--- config.mk ---
export PLATFORM = sky130hd
export DESIGN_NAME = fpu_sub_arbiter_flat
export DESIGN_NICKNAME = d
export VERILOG_FILES = /design/src/rtl/fpu_sub_arbiter_if.sv /design/src/rtl/fpu_sub_arbiter.sv /design/src/flat_wrapper.sv
export SDC_FILE = /design/constraint.sdc
export NUM_CORES = 1
export LEC_CHECK = 0
export CAP_MARGIN = 20
export CORE_AREA = 2 2 157 159
export DETAILED_ROUTE_END_ITERATION = 10
export DIE_AREA = 0 0 159 161
export PLACE_DENSITY = 0.72
export SLEW_MARGIN = 20
export SYNTH_ARGS = -nofsm -noshare
export SYNTH_HDL_FRONTEND = slang
export SYNTH_SLANG_ARGS = --single-unit
--- constraint.sdc ---
create_clock -name clk -period 9.15 [get_ports clk]
set_clock_uncertainty 0.15 [all_clocks]
set_input_delay 1.3725 -clock clk [delete_from_list [all_inputs] [get_ports clk]]
set_output_delay 1.3725 -clock clk [all_outputs]
set_load 0.01 [all_outputs]
--- src/rtl/fpu_sub_arbiter_if.sv ---
// fpu_sub_arbiter_if: requester, response and FPU-side signals of the shared FP add/sub arbiter
// slave  : arbiter side (takes requests and FPU results, drives grants, responses and FPU issue)
// master : environment side (requesters plus the shared FPU datapath)
interface fpu_sub_arbiter_if #(
  parameter int NUM_REQ = 4
);
  logic                   hold;
  logic [NUM_REQ-1:0]     req_valid;
  logic [NUM_REQ-1:0]     req_ready;
  logic [NUM_REQ-1:0]     req_op;
  logic [NUM_REQ*32-1:0]  req_a;
  logic [NUM_REQ*32-1:0]  req_b;
  logic [NUM_REQ-1:0]     rsp_valid;
  logic [31:0]            rsp_data;
  logic [31:0]            fpu_a;
  logic [31:0]            fpu_b;
  logic                   fpu_valid_in;
  logic [31:0]            fpu_ans;
  logic                   fpu_valid_out;
  logic                   busy;
  logic                   tag_err;
  modport slave (
    input  hold, req_valid, req_op, req_a, req_b, fpu_ans, fpu_valid_out,
    output req_ready, rsp_valid, rsp_data, fpu_a, fpu_b, fpu_valid_in, busy, tag_err
  );
  modport master (
    output hold, req_valid, req_op, req_a, req_b, fpu_ans, fpu_valid_out,
    input  req_ready, rsp_valid, rsp_data, fpu_a, fpu_b, fpu_valid_in, busy, tag_err
  );
endinterface

--- src/rtl/fpu_sub_arbiter.sv ---
// fpu_sub_arbiter: round-robin sharing of one pipelined FP subtractor among NUM_REQ requesters
// clk, reset  : clock, asynchronous active-high reset
// io_bus      : requests (valid/ready, op, operands), hold, per-requester result strobes with shared
//               result data, registered FPU issue (a, b, valid_in), FPU result (ans, valid_out),
//               busy and sticky tag_err
module fpu_sub_arbiter #(
  parameter int NUM_REQ      = 4,
  parameter int PIPE_LAT     = 3,
  parameter int MAX_INFLIGHT = 2
) (
  input logic              clk,
  input logic              reset,
  fpu_sub_arbiter_if.slave io_bus
);
  localparam int IW = (NUM_REQ > 1) ? $clog2(NUM_REQ) : 1;
  localparam int CW = $clog2(MAX_INFLIGHT + 1);

  logic [31:0]        w_a [NUM_REQ];
  logic [31:0]        w_b [NUM_REQ];
  logic [NUM_REQ-1:0] w_elig;
  logic [NUM_REQ-1:0] w_grant;
  logic [NUM_REQ-1:0] w_rsp_next;
  logic [IW-1:0]      w_sel;
  logic               w_hit;
  logic               w_mis;

  logic [CW-1:0]      r_cnt [NUM_REQ];
  logic [IW-1:0]      r_ptr;
  logic [IW-1:0]      r_issue_id;
  logic               r_fpu_valid_in;
  logic [31:0]        r_fpu_a;
  logic [31:0]        r_fpu_b;
  logic [PIPE_LAT:0]  r_tag_v;
  logic [IW-1:0]      r_tag_id [PIPE_LAT+1];
  logic [NUM_REQ-1:0] r_rsp_valid;
  logic [31:0]        r_rsp_data;
  logic               r_tag_err;

  for (genvar g = 0; g < NUM_REQ; g++) begin : g_req
    assign w_a[g]    = io_bus.req_a[32*g +: 32];
    assign w_b[g]    = io_bus.req_b[32*g +: 32];
    assign w_elig[g] = io_bus.req_valid[g] & (r_cnt[g] < CW'(MAX_INFLIGHT)) & ~io_bus.hold;
  end

  // Scan from farthest to nearest after ptr so the last hit is the first eligible in RR order.
  always_comb begin
    w_sel = r_ptr;
    w_hit = 1'b0;
    for (int j = NUM_REQ; j >= 1; j--) begin
      if (w_elig[IW'((int'(r_ptr) + j) % NUM_REQ)]) begin
        w_hit = 1'b1;
        w_sel = IW'((int'(r_ptr) + j) % NUM_REQ);
      end
    end
    w_grant = (w_hit && !reset) ? (NUM_REQ'(1) << w_sel) : '0;
  end

  // The last tag entry lines up with the FPU result; any disagreement suppresses the response.
  assign w_mis      = io_bus.fpu_valid_out != r_tag_v[PIPE_LAT];
  assign w_rsp_next = (io_bus.fpu_valid_out && !w_mis) ? (NUM_REQ'(1) << r_tag_id[PIPE_LAT]) : '0;

  always_ff @(posedge clk or posedge reset) begin
    if (reset) begin
      r_ptr          <= IW'(NUM_REQ - 1);
      r_issue_id     <= '0;
      r_fpu_valid_in <= 1'b0;
      r_fpu_a        <= '0;
      r_fpu_b        <= '0;
      r_tag_v        <= '0;
      r_rsp_valid    <= '0;
      r_rsp_data     <= '0;
      r_tag_err      <= 1'b0;
      for (int s = 0; s <= PIPE_LAT; s++) r_tag_id[s] <= '0;
      for (int i = 0; i < NUM_REQ; i++) r_cnt[i] <= '0;
    end else begin
      r_fpu_valid_in <= w_hit;
      if (w_hit) begin
        r_fpu_a    <= w_a[w_sel];
        r_fpu_b    <= {w_b[w_sel][31] ^ io_bus.req_op[w_sel], w_b[w_sel][30:0]};
        r_ptr      <= w_sel;
        r_issue_id <= w_sel;
      end
      r_tag_v     <= {r_tag_v[PIPE_LAT-1:0], r_fpu_valid_in};
      r_tag_id[0] <= r_issue_id;
      for (int s = 1; s <= PIPE_LAT; s++) r_tag_id[s] <= r_tag_id[s-1];
      r_rsp_data  <= io_bus.fpu_ans;
      r_rsp_valid <= w_rsp_next;
      if (w_mis) r_tag_err <= 1'b1;
      for (int i = 0; i < NUM_REQ; i++)
        r_cnt[i] <= r_cnt[i] + CW'(w_grant[i]) - CW'(w_rsp_next[i] && r_cnt[i] != '0);
    end
  end

  assign io_bus.req_ready    = w_grant;
  assign io_bus.fpu_a        = r_fpu_a;
  assign io_bus.fpu_b        = r_fpu_b;
  assign io_bus.fpu_valid_in = r_fpu_valid_in;
  assign io_bus.rsp_valid    = r_rsp_valid;
  assign io_bus.rsp_data     = r_rsp_data;
  assign io_bus.tag_err      = r_tag_err;
  assign io_bus.busy         = r_fpu_valid_in | (|r_tag_v) | (|r_rsp_valid);
endmodule

--- src/flat_wrapper.sv ---
// flat-port wrapper written by rule: the top's interface ports become plain ports
module fpu_sub_arbiter_flat 
#(
  parameter int NUM_REQ      = 4,
  parameter int PIPE_LAT     = 3,
  parameter int MAX_INFLIGHT = 2
)
  (clk, reset, io_bus_hold, io_bus_req_valid, io_bus_req_op, io_bus_req_a, io_bus_req_b, io_bus_fpu_ans, io_bus_fpu_valid_out, io_bus_req_ready, io_bus_rsp_valid, io_bus_rsp_data, io_bus_fpu_a, io_bus_fpu_b, io_bus_fpu_valid_in, io_bus_busy, io_bus_tag_err);
  fpu_sub_arbiter_if #(.NUM_REQ(NUM_REQ)) io_bus_i ();
  input logic clk;
  input logic reset;
  input wire logic [$bits(io_bus_i.hold)-1:0] io_bus_hold;
  input wire logic [$bits(io_bus_i.req_valid)-1:0] io_bus_req_valid;
  input wire logic [$bits(io_bus_i.req_op)-1:0] io_bus_req_op;
  input wire logic [$bits(io_bus_i.req_a)-1:0] io_bus_req_a;
  input wire logic [$bits(io_bus_i.req_b)-1:0] io_bus_req_b;
  input wire logic [$bits(io_bus_i.fpu_ans)-1:0] io_bus_fpu_ans;
  input wire logic [$bits(io_bus_i.fpu_valid_out)-1:0] io_bus_fpu_valid_out;
  output wire logic [$bits(io_bus_i.req_ready)-1:0] io_bus_req_ready;
  output wire logic [$bits(io_bus_i.rsp_valid)-1:0] io_bus_rsp_valid;
  output wire logic [$bits(io_bus_i.rsp_data)-1:0] io_bus_rsp_data;
  output wire logic [$bits(io_bus_i.fpu_a)-1:0] io_bus_fpu_a;
  output wire logic [$bits(io_bus_i.fpu_b)-1:0] io_bus_fpu_b;
  output wire logic [$bits(io_bus_i.fpu_valid_in)-1:0] io_bus_fpu_valid_in;
  output wire logic [$bits(io_bus_i.busy)-1:0] io_bus_busy;
  output wire logic [$bits(io_bus_i.tag_err)-1:0] io_bus_tag_err;
  assign io_bus_i.hold = io_bus_hold;
  assign io_bus_i.req_valid = io_bus_req_valid;
  assign io_bus_i.req_op = io_bus_req_op;
  assign io_bus_i.req_a = io_bus_req_a;
  assign io_bus_i.req_b = io_bus_req_b;
  assign io_bus_i.fpu_ans = io_bus_fpu_ans;
  assign io_bus_i.fpu_valid_out = io_bus_fpu_valid_out;
  assign io_bus_req_ready = io_bus_i.req_ready;
  assign io_bus_rsp_valid = io_bus_i.rsp_valid;
  assign io_bus_rsp_data = io_bus_i.rsp_data;
  assign io_bus_fpu_a = io_bus_i.fpu_a;
  assign io_bus_fpu_b = io_bus_i.fpu_b;
  assign io_bus_fpu_valid_in = io_bus_i.fpu_valid_in;
  assign io_bus_busy = io_bus_i.busy;
  assign io_bus_tag_err = io_bus_i.tag_err;
  fpu_sub_arbiter #(.NUM_REQ(NUM_REQ), .PIPE_LAT(PIPE_LAT), .MAX_INFLIGHT(MAX_INFLIGHT)) u_core (.clk(clk), .reset(reset), .io_bus(io_bus_i));
endmodule
==> results of run 1 <==
[where the power goes]
group	leakage [nW]	switching, mW	internal [mW]
logic	2.76	0.740	0.791
clock network	0.261	0.298	0.358
registers	1.47	0.126	0.772
total	4.49	1.16	1.92
[per-stage QoR]
step	instances	util (%)	hold WS, ps	power, mW	setup slack (ps)
2_1_floorplan	505	-	181	1.80	3050
3_3_place_gp	1207	43.3	182	2.43	3030
3_5_place_dp	1207	43.3	186	2.45	2990
4_1_cts	1239	45.6	202	3.13	2980
5_1_grt	1240	45.6	212	3.28	3170
6_report	1240	45.6	201	3.08	3340
[cell families after synthesis]
logic type	after synthesis	synth area share (%)
multiplexers	127	21.0
flip-flops	126	52.2
AND/OR/NAND/NOR	99	7.04
AO/OA/AOI/OAI	85	11.7
buffers and inverters	47	4.39
XOR/XNOR	12	1.74
adder cells (fa/ha/maj)	9	1.86
[critical path, cell delays in order]
cell and delay [ps]:
clkdlybuf4s50_1 550, or4b_4 580, mux2i_1 300, a21o_2 630, nand3_1 200, inv_1 130
clkdlybuf4s50_1 540
[worst paths after layout]
kind | from | to | slack, ps
min reg2reg | u_core.r_tag_id[4] | u_core.r_tag_id[2] | 200
max reg2reg | u_core.r_cnt[7] | u_core.io_bus.fpu_a[20] | 4980
max | io_bus_hold | io_bus_req_ready[3] | 3340
max in group asynchronous | reset | u_core.io_bus.fpu_a[28] | 6370
min in group asynchronous | reset | u_core.io_bus.rsp_data[6] | 1300
min | u_core.r_tag_id[4] | u_core.r_tag_id[2] | 200
[sequential cells by signal, indices dropped and copies added (netlist names)]
register / count
u_core.io_bus.fpu_a: 32
u_core.io_bus.fpu_b: 32
u_core.io_bus.fpu_valid_in: 1
u_core.io_bus.rsp_data: 32
u_core.io_bus.rsp_valid: 4
u_core.io_bus.tag_err: 1
u_core.r_cnt: 8
u_core.r_issue_id: 2
u_core.r_ptr: 2
u_core.r_tag_id: 8
u_core.r_tag_v: 4
[routing by layer]
metal | GRT usage, % | vias up | part of all wire (%)
met5 | 0 | - | 0.030
met4 | 5.12 | 2 | 1.9
li1 | - | 2664 | -
met1 | 21.3 | 2709 | 41
met2 | 31.1 | 259 | 50
met3 | 6.39 | 27 | 7.6
[cell usage after synthesis (6+ instances only)]
master,count,area [um2]
ha_1,9,113
nand2_1,38,143
a221oi_1,28,245
o221ai_1,35,307
clkbuf_1,18,67.6
buf_6,11,124
dfrtp_1,124,3100
nor2_1,39,146
xnor2_1,9,78.8
nand3_1,6,30.0
mux2i_1,127,1270
inv_1,10,37.5
[final cells by class]
class / count / share of cell area [%]
inverter: 12 / 0.458
clock buffer: 18 / 3.93
clock inverter: 14 / 1.14
antenna: 1 / 0.0229
timing repair buffer: 413 / 37.7
sequential: 126 / 28.9
multi-input combinational: 332 / 24.2
tap: 324 / 3.71
==> out/summary.txt, run 1 <==
H-tree lvl count -> 4
site row count -> 57
Leak -> 4.49 nW
ys flop type -> dfrtp_1
DP HPWL -> 17300 um
via count -> 5661
synthesis-to-layout area growth -> 81.0%
post-synthesis sequential area ratio -> 52.2%
placed inst area -> 10400 um2
first-pass GRT wire length -> 35300 um
Fin Setup TNS -> 0 ps
Worst Setup End Kind -> output pin
syn nets -> 814
setup bufs post-CTS -> 0
initial antenna violation count -> 2
routed len/inst -> 18.8 um
commonest non-fill, non-tap cell in the layout -> clkdlybuf4s50_1
Max clock buf depth -> 2
router iterations before antenna repair -> 4
cts repair resizes -> 0
Via density -> 4.57
clock slew at reported path FFs -> 60 ps
Post-CTS Hold Fix Bufs -> 0
RSZ-0062 raised after global routing -> no
EDFF count, synth -> 0
WL final -> 23300 um
NumNets Final -> 1211
clk sinks -> 126
outcome -> completed
largest fanout on the critical path -> 30
GRT overflow -> 0
vias in the first global route -> 5953
Period minus WS final -> 5810 ps
Die ar. -> 25600 um2
Min-Delay Path Class -> reg2reg
clk_lat worst skew -> 410 ps
Peak supply drop -> 0.208 mV
startpoint types -> primary input
yosys warns -> 0
most frequent cells in the layout -> clkdlybuf4s50_1, mux2i_1, dfrtp_1
total CTS buffers -> 17
Seq. cell area -> 3160 um2
Final Max Tran Viols -> 0
WS Path Type -> in2out
DR iter-0 viols -> 217
Worst slew margin -> 47.1%
Max-cap violations -> 0
Mapped Area -> 6040 um2
number of I/O pins -> 407
PD cells -> 282 nW/um2
Routability Congestion -> 0.844
Fmax -> 172 MHz
CTS tree -> done
share of flip-flops with an asynchronous set or reset -> 100%
Initial Util -> 25.2%
Final ANT Viol Nets -> 0
Post-Synthesis Cells -> 505
layout cells sized above 1 -> 5.46%
crit path DAT -> 4290 ps
fin area -> 10900 um2
residual DRC count -> 0
floorplan core area -> 24000 um2
Die H -> 161 um
Tcrit/Tclk final -> 63.5%
worst slew pin tran -> 794 ps
pin count of the biggest net entering global routing -> 79
Critical Path RT -> 7630 ps
die width -> 159 um
Final Hold Fails -> 0
library cells used by synthesis -> 37
WHS Path Cells -> 0
# port buffers -> 406
setup violators final -> 0
synthesized flop and latch total -> 126
multi-input logic area -> 2650 um2
Fillers -> 2293
Total GRT Usage -> 18.0%
reg2reg path depth -> 8
Root Driver -> clkbuf_16
Avg Inst Size Synth -> 12.0 um2
Note: power is estimated with default switching activity, not from simulation.
==> run 2: changes to the inputs <==
Settings changed: CORE_AREA 2 2 157 159 to 2 2 158 160, DIE_AREA 0 0 159 161 to 0 0 160 162.
Clock period 9.15 ns to 5.6 ns, I/O delays scaled along.
==> out/summary.txt, run 2 (synthesis results as in run 1) <==
first-pass GRT wire length -> 34000 um
most frequent cells in the layout -> clkdlybuf4s50_1, mux2i_1, dfrtp_1
Max clock buf depth -> 2
cts repair resizes -> 0
# port buffers -> 406
delay-heaviest family, CP -> buffers and inverters
vias in the first global route -> 6011
Worst slew margin -> 41.2%
RSZ-0062 raised after global routing -> no
Routability Congestion -> 0.797
residual DRC count -> 0
Die H -> 162 um
Leak -> 4.52 nW
die width -> 160 um
DP HPWL -> 16700 um
Final ANT Viol Nets -> 0
Fin Setup TNS -> 0 ps
routed len/inst -> 17.9 um
CP most frequent cell -> clkdlybuf4s50_1
Final Hold Fails -> 0
Total GRT Usage -> 17.1%
Period minus WS final -> 4490 ps
Fin Hold WS -> 194 ps
DR iter-0 viols -> 237
WL final -> 22200 um
placed inst area -> 10400 um2
number of buffers and inverters on the critical path -> 3
layout cells sized above 1 -> 5.46%
Initial Util -> 25.1%
floorplan core area -> 24100 um2
pin count of the biggest net entering global routing -> 74
fin area -> 11000 um2
Tcrit/Tclk final -> 80.2%
setup violators final -> 0
fin util -> 45.5%
largest fanout on the critical path -> 9
worst slew pin tran -> 882 ps
non-filler cells, final -> 1240
Max-cap violations -> 0
router iterations before antenna repair -> 4
PD cells -> 462 nW/um2
clk sinks -> 126
commonest non-fill, non-tap cell in the layout -> clkdlybuf4s50_1
NumNets Final -> 1212
clock slew at reported path FFs -> 60 ps
CTS tree -> done
Final Max Tran Viols -> 0
setup bufs post-CTS -> 0
Critical Path RT -> 4610 ps
synthesis-to-layout area growth -> 81.5%
startpoint types -> primary input
Peak supply drop -> 0.332 mV
Fmax -> 223 MHz
via count -> 5667
CP Cell Sequence -> clkdlybuf4s50_1 -> nand2b_1 -> a21oi_1 -> mux2i_1 -> a21o_1 -> nand3_1 -> inv_1 -> clkdlybuf4s50_1
Via density -> 4.57
placed instance count -> 1208
Root Driver -> clkbuf_16
site row count -> 57
Die ar. -> 25900 um2
Post-CTS Hold Fix Bufs -> 0
H-tree lvl count -> 4
total CTS buffers -> 17
WS Path Type -> in2out
crit path DAT -> 3500 ps
GRT overflow -> 0
Worst Setup End Kind -> output pin
Max stage delay on crit path -> 540 ps
slowest CP cell -> clkdlybuf4s50_1
number of I/O pins -> 407
initial antenna violation count -> 1
clk_lat worst skew -> 410 ps
outcome -> completed
Min-Delay Path Class -> reg2reg
[run 2: through the flow]
stage | setup slack, ps | power [mW]
6_report | 1110 | 5.07
5_1_grt | 943 | 5.41
4_1_cts | 1120 | 5.14
3_5_place_dp | 1140 | 3.99
3_3_place_gp | 1210 | 3.95
2_1_floorplan | 563 | 2.94
[run 2: routing by layer]
metal / global-route usage, % / routed length, um / up-vias
met3: 6.00 / 1800 / 31
met1: 20.0 / 8970 / 2706
met4: 5.69 / 415 / 0
li1: - / - / 2667
met5: 0 / 0 / -
met2: 29.3 / 11100 / 263
[run 2: power by group]
group / switching, mW / internal (mW) / total [mW]
clock: 0.448 / 0.663 / 1.11
sequential: 0.203 / 1.26 / 1.46
combinational: 1.20 / 1.30 / 2.49
[run 2: worst paths after layout]
kind / from / to / slack, ps / cells after the start
worst max-delay path: io_bus_req_valid[1] / io_bus_req_ready[3] / 1110 / 8
worst min-delay path: u_core.r_tag_id[6] / u_core.r_tag_id[4] / 190 / 0
worst max register to register: u_core.r_cnt[7] / u_core.io_bus.fpu_a[13] / 2360 / 7
worst min register to register: u_core.r_tag_id[6] / u_core.r_tag_id[4] / 190 / 0
max in group asynchronous: reset / u_core.io_bus.fpu_a[11] / 3290 / 3
min in group asynchronous: reset / u_core.io_bus.rsp_data[20] / 730 / 2
[run 2: final cells by class]
class,count,area (um2)
diodes,1,2.50
fillers,2296,13100
clock buffers,17,425
clock inverters,14,158
inverters,12,50.0
multi-input cells,332,2650
flip-flops and latches,126,3160
repair buffers,414,4120
well taps,324,405
==> RTL edit 1 (flow settings as in run 2) <==
`MAX_INFLIGHT` is set to 2 in 2 places; all go to 4.
--- a/src/rtl/fpu_sub_arbiter.sv
+++ b/src/rtl/fpu_sub_arbiter.sv
@@ -6,7 +6,7 @@
 module fpu_sub_arbiter #(
   parameter int NUM_REQ      = 4,
   parameter int PIPE_LAT     = 3,
-  parameter int MAX_INFLIGHT = 2
+  parameter int MAX_INFLIGHT = 4
 ) (
   input logic              clk,
   input logic              reset,
--- a/src/flat_wrapper.sv
+++ b/src/flat_wrapper.sv
@@ -3,7 +3,7 @@
 #(
   parameter int NUM_REQ      = 4,
   parameter int PIPE_LAT     = 3,
-  parameter int MAX_INFLIGHT = 2
+  parameter int MAX_INFLIGHT = 4
 )
   (clk, reset, io_bus_hold, io_bus_req_valid, io_bus_req_op, io_bus_req_a, io_bus_req_b, io_bus_fpu_ans, io_bus_fpu_valid_out, io_bus_req_ready, io_bus_rsp_valid, io_bus_rsp_data, io_bus_fpu_a, io_bus_fpu_b, io_bus_fpu_valid_in, io_bus_busy, io_bus_tag_err);
   fpu_sub_arbiter_if #(.NUM_REQ(NUM_REQ)) io_bus_i ();
Check against the original RTL: same outputs for any inputs over 4 cycles, from zero or initial values and one cycle with reset high; that may be too few to reach the edited logic, so the function may still have changed.
==> RTL edit 1 against run 2 <==
Sequential cell count is 4 higher. Die area did not move. Area after synthesis up 3.7%. Utilization grew 1.2 points. Setup slack improved by 0.012 ns. Clock power up 4%. Power grew 2.3%. Routed wire length increased by 0.79%. Design area rose by 2.6%. Largest cell class unchanged. Largest power group unchanged.
==> RTL edit 1: results (changes against run 2) <==
Yosys
  • Post-synth ARST share: 1.00 (unchanged)
  • Ranking of synthesized cells by area: dfrtp_1 51%, mux2i_1 20%, o221ai_1 8.8%, nand2_1 4.3%, ha_1 1.8%
  • Post-synthesis net count: 838 (+2.9%)
  • Mapped Cells: 525 (+4.0%)
  • Top cells by count, synth: 128 x dfrtp_1, 128 x mux2i_1, 72 x nand2_1
  • Synth unique cells: 44 (+19%)
  • Seq/Total Area, Yosys: 0.520 (-0.00259)
  • Synth warn: 0 (unchanged)

Clock tree
  • H-tree depth: 4 (unchanged)
  • Skew-Pair Late Insertion Delay: 0.41 ns (about the same)
  • Root Buffer: clkbuf_16
  • # resized after CTS: 0 (unchanged)
  • Clk buf depth: 2 (unchanged)
  • Post-CTS setup buffer count: 0 (unchanged)
  • Clk pin slew, worst setup/hold paths: 0.06 ns (about the same)
  • Clock buffer count from CTS: 17 (unchanged)

GRT
  • GR Util met3: 0.0511 (-0.00894)
  • Vias in the first global route: 6200 (+3.1%)
  • Total GRT Usage: 0.171 (-0.000247)
  • First-pass GRT wire length: 34500 um (+1.4%)
  • Met1 Resource Use GR: 0.198 (-0.00168)
  • Largest net degree at the start of global routing: 100 (+35%)
  • Initial antenna violation count: 1 (unchanged)
  • Global routing usage on met2: 0.301 (+0.00846)

Placed design
  • PortBufs: 406 (unchanged)
  • Post-DP HPWL: 17000 um (+1.6%)
  • Dpl ws: 1.05 ns (-0.0875 ns)
  • DP Area: 10700 um^2 (+2.6%)
  • Inst Count DP: 1228 (+1.7%)
  • Gp weighted congestion: 0.808 (+1.3%)

Min path
  • Worst Hold Class: reg -> reg

Timing
  • Relative slew slack: 0.413 (+0.00118)
  • TNS Setup: 0 ns (unchanged)

Worst setup path
  • CP max FO: 33 (+24)

Route
  • Average vias per placed instance: 4.65 (+1.7%)
  • First-pass DRT Iterations: 4 (unchanged)
  • Drt total wl: 22400 um (+0.79%)
  • DRT iter0 DRCs: 259 (+9.3%)
  • Via count: 5859 (+3.4%)

Run status
  • Outcome: complete, no violations

Layout
  • N_diodes: 0 (-1)
  • Share of cells above drive strength 1: 0.0534 (-0.00123)

Pwr
  • LEAKAGE: 4.88 nW (+8.1%)
  • Reported net switching power: 1.92 mW (+4.1%)
  • Peak VDD IR: 0.293 mV (-12%)
RTL edit 1: cell type report:
class | instances | area (um^2)
Timing Repair Buffer | 414 | 4120
Tap cell | 324 | 405
Clock inverter | 14 | 169
Fill cell | 2288 | 12800
Inverter | 19 | 76.3
Clock buffer | 18 | 429
Multi-Input combinational cell | 341 | 2800
Sequential cell | 130 | 3260
RTL edit 1: routing by layer:
| metal | up-vias | part of all wire |
|---|---|---|
| li1 | 2729 | - |
| met1 | 2850 | 0.39 |
| met2 | 250 | 0.51 |
| met3 | 28 | 0.074 |
| met4 | 2 | 0.022 |
| met5 | - | 0.00058 |
RTL edit 1: power groups by stage:
| stage | clock network, mW | registers, mW | logic [mW] |
|---|---|---|---|
| after floorplan | 0 | 1.58 | 1.41 |
| after global placement | 0 | 1.51 | 2.52 |
| after detailed placement | 0 | 1.52 | 2.55 |
| after CTS | 1.19 | 1.51 | 2.55 |
| after global routing | 1.22 | 1.55 | 2.73 |
| final | 1.15 | 1.51 | 2.52 |
RTL edit 1: path summary, 6_finish.rpt:
kind	startpoint	to	slack, ns	cells past startpoint
setup / recovery	io_bus_req_valid[2]	io_bus_req_ready[2]	1.12	8
min in group asynchronous	reset	u_core.io_bus.rsp_data[25]	1.07	2
hold / removal	u_core.r_tag_id[5]	u_core.r_tag_id[3]	0.20	0
hold reg to reg	u_core.r_tag_id[5]	u_core.r_tag_id[3]	0.20	0
max in group asynchronous	reset	u_core.io_bus.fpu_b[26]	3.23	3
setup reg to reg	u_core.r_cnt[5]	u_core.r_cnt[2]	1.99	13
RTL edit 1: cells by family after synthesis:
kind of cell,after synthesis,synth area share
compound gates,82,0.111
mux,128,0.205
flops,130,0.520
simple gates,106,0.0777
fa+ha+maj,13,0.0308
xor+xnor,12,0.0168
buf+inv,54,0.0396
RTL edit 1: critical path, stage by stage:
cell and delay, ns:
clkdlybuf4s50_1 0.50, nor2b_1 0.36, nor2_1 0.15, nor3_1 0.19
a21o_1 0.11, nand2_2 0.40, nor3_1 0.34, clkdlybuf4s50_1 0.58
==> RTL edit 2 (config.mk and constraints of run 2) <==
Without the edit above. Reset style: synchronous (`reset`), changed in one clocked block. Comments in the files are not updated.
--- a/src/rtl/fpu_sub_arbiter.sv
+++ b/src/rtl/fpu_sub_arbiter.sv
@@ -59,7 +59,7 @@
   assign w_mis      = io_bus.fpu_valid_out != r_tag_v[PIPE_LAT];
   assign w_rsp_next = (io_bus.fpu_valid_out && !w_mis) ? (NUM_REQ'(1) << r_tag_id[PIPE_LAT]) : '0;
 
-  always_ff @(posedge clk or posedge reset) begin
+  always_ff @(posedge clk) begin
     if (reset) begin
       r_ptr          <= IW'(NUM_REQ - 1);
       r_issue_id     <= '0;
Function: differs if reset is asserted again (counterexample within 4 cycles, from zero or initial values and one cycle with reset high); with reset held inactive, the same outputs for 4 cycles.
==> RTL edit 2 against run 2 <==
Die area did not move. Sequential cell count did not move. Setup slack improved by 0.18 ns. Cell count rose by 4.2%. Design area fell by 2.6%. Synthesized cell count rose by 11%. Critical path depth rose by 1. Utilization fell by 1.2 points. Area after synthesis fell by 4.0%. Routed wire length fell by 4.0%. Highest routed layer unchanged.
Power is not compared: it rests on default switching activity, and its combinational part moved more than twofold at a synthesized area within 25%.
==> RTL edit 2: results (changes against run 2) <==
Run status
  • Outcome: complete, no violations

Timing
  • Relative slew slack: 0.359 (-0.0534)

Layout
  • Layout net count: 1263 (+4.2%)
  • Share of cells above drive strength 1: 0.0538 (-0.000870)
  • # fillers: 2366 (+3.0%)

Worst setup path
  • FF-to-FF Start: u_core.r_cnt[0][3]
  • CP arrival: 3.32 ns (-0.18 ns)
  • CP max FO: 35 (+26)
  • Crit-path max cell delay: 0.57 ns (+0.03 ns)
  • FF-to-FF setup slack: 2.48 ns (+0.12 ns)
  • Worst setup path startpoint: io_bus_req_valid[2]
  • CP endpoint: io_bus_req_ready[2]

GRT
  • Total GRT Usage: 0.159 (-0.0115)
  • Met1 Resource Use GR: 0.179 (-0.0206)
  • Global routing usage on met2: 0.280 (-0.0126)
  • GR Util met3: 0.0526 (-0.00741)
  • Vias in the first global route: 5894 (-1.9%)
  • First-pass GRT wire length: 32200 um (-5.4%)
  • Largest net degree at the start of global routing: 64 (-14%)

Yosys
  • Post-synth ARST share: 0 (-1.00)
  • Synth unique cells: 42 (+14%)
  • Top cells by count, synth: 127 x mux2i_1, 126 x dfxtp_1, 66 x nand2_1
  • Ranking of synthesized cells by area: dfxtp_1 43%, mux2i_1 22%, o221ai_1 9.5%, nor2b_1 5.4%, nand2_1 4.3%

Route
  • DRT iter0 DRCs: 240 (+1.3%)
  • Avg WL per Cell: 16.5 um (-7.9%)
  • Average vias per placed instance: 4.47 (-2.2%)

Placed design
  • Gp weighted congestion: 0.809 (+1.4%)
  • PortBufs: 406 (unchanged)
==> RTL edit 2: cell count changes in the layout (fill, tap and decap cells not counted), moves of 5 or more <==
cell      delta
a221oi_1    -28
dfrtp_1    -124
dfxtp_1    +126
nand2_1     +27
nor2_1      -20
nor2b_1     +48
o21a_1       -5
o221ai_1    +28
==> RTL edit 2: through the flow <==
step | power (mW) | cells | worst slack (ns) | cell area [um^2]
after detailed placement | 1.76 | 1259 | 1.30 | 10100
after floorplan | 1.35 | 561 | 2.53 | 5800
final | 2.84 | 1292 | 1.29 | 10700
after global placement | 1.75 | 1259 | 1.36 | 10100
after global routing | 2.98 | 1291 | 1.14 | 10700
after CTS | 2.89 | 1291 | 1.28 | 10700
==> RTL edit 2: logic make-up after synthesis <==
kind of cell / synth area share
AND/OR/NAND/NOR: 0.144
multiplexers: 0.219
flip-flops: 0.435
AO/OA/AOI/OAI: 0.115
buffers and inverters: 0.0502
XOR/XNOR: 0.0181
adder cells (fa/ha/maj): 0.0194
==> RTL edit 2: worst min-delay path by stage <==
stage	start	to	slack [ns]	cells after the start
after detailed placement	u_core.r_tag_id[0][1]	u_core.r_tag_id[1][1]	0.27	1
after floorplan	u_core.r_tag_id[0][0]	u_core.r_tag_id[1][0]	0.26	1
after CTS	u_core.r_tag_id[1][1]	u_core.r_tag_id[2][1]	0.29	1
after global placement	u_core.r_tag_id[0][0]	u_core.r_tag_id[1][0]	0.27	1
after global routing	u_core.r_tag_id[2][0]	u_core.r_tag_id[3][0]	0.31	1
final	u_core.r_tag_id[2][1]	u_core.r_tag_id[3][1]	0.29	1
==> RTL edit 2: layout make-up <==
type / count / area share
Timing Repair Buffer: 415 / 0.386
Multi-Input combinational cell: 385 / 0.280
Sequential cell: 126 / 0.236
Clock buffer: 17 / 0.0398
Tap cell: 324 / 0.0380
Clock inverter: 15 / 0.0159
Inverter: 9 / 0.00316
Antenna cell: 1 / 0.000234
==> RTL edit 2: worst register-to-register path, stage by stage, from the launching register on <==
cell and delay [ns]:
dfxtp_1 0.40, nand2b_2 0.22, o21ai_1 0.07, o211ai_1 0.48, buf_4 0.51, buf_4 0.67
mux2i_1 0.33, o221ai_1 0.13
==> RTL edit 2: power groups by stage <==
stage                     clock, mW  sequential, mW  combinational (mW)
after global placement            0            1.03               0.719
after CTS                      1.15            1.01               0.729
final                          1.11            1.01               0.718
after global routing           1.19            1.02               0.771
after floorplan                   0            1.06               0.285
after detailed placement          0            1.03               0.727
==> RTL edit 2: layer usage <==
layer  wire length [um]  share of wire
met5                  0              0
met4                535          0.025
met3               1660          0.078
met2              10800           0.51
met1               8350           0.39
